`src/rtl/muldiv_pkg.sv`:
```
// rtl/muldiv_pkg.sv - shared op/state encodings and helpers for the multiply/divide unit
package muldiv_pkg;

    typedef enum logic [2:0] {
        MD_MUL    = 3'd0,
        MD_MULH   = 3'd1,
        MD_MULHSU = 3'd2,
        MD_MULHU  = 3'd3,
        MD_DIV    = 3'd4,
        MD_DIVU   = 3'd5,
        MD_REM    = 3'd6,
        MD_REMU   = 3'd7
    } md_op_t;

    typedef enum logic [2:0] {
        ST_IDLE = 3'd0,
        ST_PREP = 3'd1,
        ST_CALC = 3'd2,
        ST_FIX  = 3'd3,
        ST_DONE = 3'd4
    } md_state_t;

    localparam int MD_WIDTH = 32;
    localparam int MD_CNT_W = $clog2(MD_WIDTH);

    // Divide-family ops occupy the upper half of the encoding.
    function automatic logic is_div(input md_op_t op);
        return op[2];
    endfunction

    // rs1 is treated as two's complement.
    function automatic logic is_signed_a(input md_op_t op);
        return (op == MD_MUL) || (op == MD_MULH) || (op == MD_MULHSU) ||
               (op == MD_DIV) || (op == MD_REM);
    endfunction

    // rs2 is treated as two's complement.
    function automatic logic is_signed_b(input md_op_t op);
        return (op == MD_MUL) || (op == MD_MULH) || (op == MD_DIV) || (op == MD_REM);
    endfunction

    // Result comes from the upper accumulator half: product high word or remainder.
    function automatic logic takes_high(input md_op_t op);
        return (op == MD_MULH) || (op == MD_MULHSU) || (op == MD_MULHU) ||
               (op == MD_REM) || (op == MD_REMU);
    endfunction

endpackage

```
`src/rtl/muldiv_step.sv`:
```
// rtl/muldiv_step.sv - one shift-add or one restoring-subtract iteration
module muldiv_step #(
    parameter int WIDTH = 32
) (
    input  logic             is_div,
    input  logic [WIDTH-1:0] hi,
    input  logic [WIDTH-1:0] lo,
    input  logic [WIDTH-1:0] operand,
    output logic [WIDTH-1:0] hi_next,
    output logic [WIDTH-1:0] lo_next
);

    logic [WIDTH:0]   add_sum;
    logic [WIDTH:0]   shifted;
    logic [WIDTH-1:0] diff;
    logic             fits;

    // Multiply: hi:lo shifts right with the partial sum; divide: remainder:quotient shifts left.
    always_comb begin
        add_sum = {1'b0, hi} + (lo[0] ? {1'b0, operand} : {(WIDTH + 1){1'b0}});
        shifted = {hi, lo[WIDTH-1]};
        fits    = (shifted >= {1'b0, operand});
        diff    = shifted[WIDTH-1:0] - operand;
        if (is_div) begin
            hi_next = fits ? diff : shifted[WIDTH-1:0];
            lo_next = {lo[WIDTH-2:0], fits};
        end else begin
            hi_next = add_sum[WIDTH:1];
            lo_next = {add_sum[0], lo[WIDTH-1:1]};
        end
    end

endmodule

```
`src/rtl/muldiv_unit.sv`:
```
// rtl/muldiv_unit.sv - iterative RV32M multiply/divide unit, optional MULDIV_EARLY_OUT_EN
module muldiv_unit
    import muldiv_pkg::*;
#(
    parameter int WIDTH = 32
) (
    input  logic             CLK,
    input  logic             RESET_N,
    input  logic             in_valid,
    output logic             in_ready,
    input  logic [2:0]       op,
    input  logic [WIDTH-1:0] A,
    input  logic [WIDTH-1:0] B,
    output logic             out_valid,
    input  logic             out_ready,
    output logic [WIDTH-1:0] result,
    output logic             zero
);

    localparam int CNT_W = $clog2(WIDTH);

    md_state_t        state_q;
    md_state_t        state_d;
    md_op_t           op_q;
    logic [WIDTH-1:0] a_q;
    logic [WIDTH-1:0] b_q;
    logic [WIDTH-1:0] divisor_q;
    logic [WIDTH-1:0] hi_q;
    logic [WIDTH-1:0] lo_q;
    logic             sign_a_q;
    logic             sign_b_q;
    logic [CNT_W-1:0] cnt_q;
    logic             fix_phase_q;
    logic [WIDTH-1:0] result_q;
    logic             zero_q;

    logic             neg_a;
    logic             neg_b;
    logic             neg_quot;
    logic [WIDTH-1:0] fixed_sel;
    logic [WIDTH-1:0] step_hi;
    logic [WIDTH-1:0] step_lo;

    muldiv_step #(.WIDTH(WIDTH)) u_step (
        .is_div  (is_div(op_q)),
        .hi      (hi_q),
        .lo      (lo_q),
        .operand (divisor_q),
        .hi_next (step_hi),
        .lo_next (step_lo)
    );

`ifdef MULDIV_EARLY_OUT_EN
    localparam logic [WIDTH-1:0] MOST_NEG = {1'b1, {(WIDTH - 1){1'b0}}};

    md_op_t           in_op;
    logic             in_a_zero;
    logic             in_b_zero;
    logic             in_ovf;
    logic             early_hit;
    logic [WIDTH-1:0] early_val;

    // Trivial operands and the RISC-V special cases resolve straight from the inputs.
    always_comb begin
        in_op     = md_op_t'(op);
        in_a_zero = (A == '0);
        in_b_zero = (B == '0);
        in_ovf    = ((in_op == MD_DIV) || (in_op == MD_REM)) && (A == MOST_NEG) && (B == '1);
        early_hit = in_a_zero || in_b_zero || in_ovf;
        early_val = '0;
        if (is_div(in_op) && in_b_zero) begin
            early_val = takes_high(in_op) ? A : '1;
        end else if (in_ovf) begin
            early_val = takes_high(in_op) ? '0 : A;
        end
    end
`endif

    // Sign handling: operand signs from the latched op, quotient sign suppressed on divide-by-zero.
    always_comb begin
        neg_a     = a_q[WIDTH-1] && is_signed_a(op_q);
        neg_b     = b_q[WIDTH-1] && is_signed_b(op_q);
        neg_quot  = (sign_a_q ^ sign_b_q) && (b_q != '0);
        fixed_sel = takes_high(op_q) ? hi_q : lo_q;
    end

    // State register.
    always_ff @(posedge CLK) begin
        if (!RESET_N) begin
            state_q <= ST_IDLE;
        end else begin
            state_q <= state_d;
        end
    end

    // Next-state logic; FIX spends two cycles (negate, then select and zero-detect).
    always_comb begin
        state_d = state_q;
        case (state_q)
            ST_IDLE: begin
                if (in_valid) begin
`ifdef MULDIV_EARLY_OUT_EN
                    state_d = early_hit ? ST_DONE : ST_PREP;
`else
                    state_d = ST_PREP;
`endif
                end
            end
            ST_PREP: state_d = ST_CALC;
            ST_CALC: begin
                if (cnt_q == '0) begin
                    state_d = ST_FIX;
                end
            end
            ST_FIX: begin
                if (fix_phase_q) begin
                    state_d = ST_DONE;
                end
            end
            ST_DONE: begin
                if (out_ready) begin
                    state_d = ST_IDLE;
                end
            end
            default: state_d = ST_IDLE;
        endcase
    end

    // Operand capture, magnitude prep, iteration and sign fix-up datapath.
    always_ff @(posedge CLK) begin
        if (!RESET_N) begin
            op_q        <= MD_MUL;
            a_q         <= '0;
            b_q         <= '0;
            divisor_q   <= '0;
            hi_q        <= '0;
            lo_q        <= '0;
            sign_a_q    <= 1'b0;
            sign_b_q    <= 1'b0;
            cnt_q       <= '0;
            fix_phase_q <= 1'b0;
            result_q    <= '0;
            zero_q      <= 1'b1;
        end else begin
            case (state_q)
                ST_IDLE: begin
                    if (in_valid) begin
                        op_q <= md_op_t'(op);
                        a_q  <= A;
                        b_q  <= B;
`ifdef MULDIV_EARLY_OUT_EN
                        if (early_hit) begin
                            result_q <= early_val;
                            zero_q   <= (early_val == '0);
                        end
`endif
                    end
                end
                ST_PREP: begin
                    sign_a_q    <= neg_a;
                    sign_b_q    <= neg_b;
                    hi_q        <= '0;
                    lo_q        <= neg_a ? -a_q : a_q;
                    divisor_q   <= neg_b ? -b_q : b_q;
                    cnt_q       <= CNT_W'(WIDTH - 1);
                    fix_phase_q <= 1'b0;
                end
                ST_CALC: begin
                    hi_q  <= step_hi;
                    lo_q  <= step_lo;
                    cnt_q <= cnt_q - CNT_W'(1);
                end
                ST_FIX: begin
                    if (!fix_phase_q) begin
                        if (is_div(op_q)) begin
                            if (neg_quot) begin
                                lo_q <= -lo_q;
                            end
                            if (sign_a_q) begin
                                hi_q <= -hi_q;
                            end
                        end else if (sign_a_q ^ sign_b_q) begin
                            {hi_q, lo_q} <= -{hi_q, lo_q};
                        end
                        fix_phase_q <= 1'b1;
                    end else begin
                        result_q    <= fixed_sel;
                        zero_q      <= (fixed_sel == '0);
                        fix_phase_q <= 1'b0;
                    end
                end
                default: ;
            endcase
        end
    end

    assign in_ready  = (state_q == ST_IDLE);
    assign out_valid = (state_q == ST_DONE);
    assign result    = result_q;
    assign zero      = zero_q;

endmodule

```
`config.mk`:
```
export PLATFORM = sky130hd
export DESIGN_NAME = muldiv_unit
export DESIGN_NICKNAME = d
export VERILOG_FILES = /design/src/rtl/muldiv_pkg.sv /design/src/rtl/muldiv_step.sv /design/src/rtl/muldiv_unit.sv
export SDC_FILE = /design/constraint.sdc
export NUM_CORES = 1
export LEC_CHECK = 0
export CAP_MARGIN = 5
export CORE_MARGIN = 2
export CORE_UTILIZATION = 26
export DETAILED_ROUTE_END_ITERATION = 10
export DONT_BUFFER_PORTS = 1
export HOLD_SLACK_MARGIN = 0.06
export SLEW_MARGIN = 20
export SYNTH_ARGS = -nofsm -noshare
export SYNTH_HDL_FRONTEND = slang
export SYNTH_SLANG_ARGS = --single-unit
```
`constraint.sdc`:
```
create_clock -name CLK -period 3.97 [get_ports CLK]
set_input_delay 0.794 -clock CLK [delete_from_list [all_inputs] [get_ports CLK]]
set_output_delay 0.794 -clock CLK [all_outputs]
set_load 0.02 [all_outputs]
```
==> qor.csv <==
metric;value;unit
status;complete, no violations;
CTS H-Tree Depth;1;
most frequent cells in the layout;nand2_1 (251), nor2_1 (207), dfxtp_1 (206), a21oi_1 (188), o21ai_0 (126);
Antenna Violating Nets Remaining;0;
final hold vios;0;
Total GRT Usage;17.86;%
register area;4145;um2
NetSw;2954;uW
vias in the first global route;14680;
leakage;0.006432;uW
initial antenna violation count;0;
Synth Cell Area;15430;um2
data arrival time of the critical path;4.07;ns
multi-input logic area;10440;um2
Seq cells post-synth;207;
FMAX;273.6;MHz
Required @ worst endpoint;4.39;ns
# rows;89;
Max Root-Sink Buffers;3;
grt met3 use;2.790;%
Reg power frac;32.0;%
largest net degree at the start of global routing;118;
Clk pwr share;33.0;%
critical path capture point type;flip-flop;
I/O Pins;106;
Post-CTS Resized;0;
Post-Layout Cell Count;2820;
Die H;247.7;um
worst reg2reg path depth;14;
CTS tree;built;
total internal power;4700;uW
Yosys cell types;88;
Via density;5.578;
cts hold-fix bufs;0;
ANT cells;0;
global routing usage on met1;24.65;%
global-route wire length before repair;86640;um
worst-path fanout max;8;
GR peak layer;met2;
clock slew at reported path FFs;0.06;ns
crit path launch type;flip-flop;
setup_tns;0;ns
Skew-Pair Late Insertion Delay;0.56;ns
worst flop-to-flop path endpoint;hi_q[23]$_SDFFE_PN0P_;
Worst-Margin Slew;0.8689;ns
vias;15729;
worst hold start;RESET_N;
Hold Path Class;in -> reg;
Synth Area per Inst;7.382;um2
fillcell total;6260;
Placement Setup Slack;0.3440;ns
hold depth;1;
period utilization;92.07;%
TritonCTS Buffers;27;
Sw Share;38.59;%
die width;247.7;um
Seq/Total Area, Yosys;26.85;%
final setup fails;0;
cells after synthesis;2091;
PortBufs;0;
GR Util met2;28.34;%
Clock Tree Root;clkbuf_16;
RSZ-0062 raised after global routing;false;
Routed Wire Length;56430;um
Syn Nets;2234;
most common cell after layout, fill and taps aside;nand2_1;
CTS sink count;207;
layout cells sized above 1;7.035;%
layout net count;2171;
maximum vdd drop;0.4286;mV
hold endpoint;zero$_SDFFE_PN1P_;
GRT overflow;0;
PD cells;445.3;nW/um2
ys async rst share;0;%
placed cell count;2772;
Post-synth EDFFs;0;
core box area;58910;um2
Initial Util;26.20;%
# DRC;0;
Final HPWL DP;42970;um
WL/cell;20.01;um
critical setup path kind;reg -> reg;
Die Area;61330;um2
GP Congestion;0.9613;
Comb power frac;34.9;%
slew margin rel.;41.87;%
fin. max-slew vios;0;
max_cap viols;0;
Final Skew;0.02499;ns
final worst slack;0.3150;ns
Top FF cell, synth;dfxtp_1;
Post-CTS Setup Bufs;0;
drt initial violations;1543;
Tmin final;3.655;ns
R2R setup slack;0.32;ns
reg2reg start;lo_q[0]$_SDFFE_PN0P_;
area added between synthesis and finish;11.37;%
Pre-antenna DRT Iters;8;
YS warnings;0;
## power groups by stage
stage               sequential [uW]  clock (uW)  combinational [uW]
CTS                            2440        2570                2620
floorplan                      2380           0                1940
finish                         2450        2530                2670
global placement               2480           0                2590
detailed placement             2490           0                2610
global route                   2470        2640                2900
## kinds of logic (layout without fill, tap and decap cells)
logic type	count (synthesis)	in the layout	share of synthesized area (%)
buffers and inverters	218	174	5.812
AND/OR/NAND/NOR	716	716	21.42
XOR/XNOR	116	116	6.582
multiplexers	72	72	4.734
adder cells (fa/ha/maj)	72	72	5.934
flip-flops	207	207	26.85
AO/OA/AOI/OAI	690	690	28.67
## worst max-delay path by stage
stage | from | to | slack, ns | depth (start not counted)
finish | lo_q[0]$_SDFFE_PN0P_ | hi_q[23]$_SDFFE_PN0P_ | 0.32 | 14
global route | lo_q[0]$_SDFFE_PN0P_ | hi_q[31]$_SDFFE_PN0P_ | 0.09 | 14
CTS | lo_q[0]$_SDFFE_PN0P_ | hi_q[31]$_SDFFE_PN0P_ | 0.34 | 14
detailed placement | lo_q[0]$_SDFFE_PN0P_ | hi_q[31]$_SDFFE_PN0P_ | 0.34 | 14
global placement | lo_q[0]$_SDFFE_PN0P_ | hi_q[31]$_SDFFE_PN0P_ | 0.41 | 14
floorplan | divisor_q[14]$_SDFFE_PN0P_ | hi_q[31]$_SDFFE_PN0P_ | 0.85 | 11
## layout make-up
class	instances	area share, %
Clock buffer	36	4.302
Tap cell	773	5.627
Sequential cell	207	24.12
Clock inverter	12	0.9099
Inverter	63	1.405
Timing Repair Buffer	63	2.897
Multi-Input combinational cell	1666	60.74
## Yosys cell counts (all sizes together), types with 17 or more instances
cell	n	share of area, %
nor3	67	2.2
xnor2	66	3.7
buf	29	0.96
or4	19	1.0
a31oi	22	0.89
mux2i	64	4.2
nor2	208	5.1
a21o	33	1.6
o21ai	163	5.3
a211oi	87	4.2
nand2	254	6.2
inv	62	1.5
or3	18	0.83
nor4	30	1.3
dfxtp	207	27
nand4	17	0.69
nand3	37	1.2
a21oi	190	6.2
xor2	50	2.8
o211ai	29	1.4
clkbuf	125	3.2
ha	70	5.7
o31ai	30	1.5
## sequential cells by signal, summed over array words and instances (netlist names)
name / count
result: 32
zero: 1
sign_a_q: 1
hi_q: 32
a_q: 32
sign_b_q: 1
fix_phase_q: 1
lo_q: 32
cnt_q: 5
state_q: 3
b_q: 32
op_q: 3
divisor_q: 32
## per-layer routing
| layer | part of all wire (%) | vias to the layer above |
|---|---|---|
| met5 | 0 | - |
| met4 | 3.3 | 0 |
| met3 | 7.0 | 105 |
| met2 | 44 | 620 |
| met1 | 45 | 7453 |
| li1 | - | 7551 |
## stage by stage
stage	power, uW	utilization, %	hold slack (ns)	area, um2
floorplan	4318	-	0.4319	15430
detailed placement	5097	27.64	0.4490	16280
global placement	5072	27.63	0.4469	16280
finish	7654	29.18	0.3319	17190
CTS	7633	29.16	0.3037	17180
global route	8017	29.18	0.3134	17190
## critical path, cell delays in order, from the launching register on
cell,delay [ns]
dfxtp_1,0.46
and2_1,0.18
ha_1,0.20
inv_1,0.07
fa_1,0.37
nand2b_1,0.22
a21oi_1,0.31
o311a_1,0.25
o21ai_0,0.17
buf_4,0.19
o21a_1,0.23
o21ai_0,0.48
nand4_1,0.16
o211ai_1,0.11
o221ai_1,0.14
(Power assumes the default switching activity.)
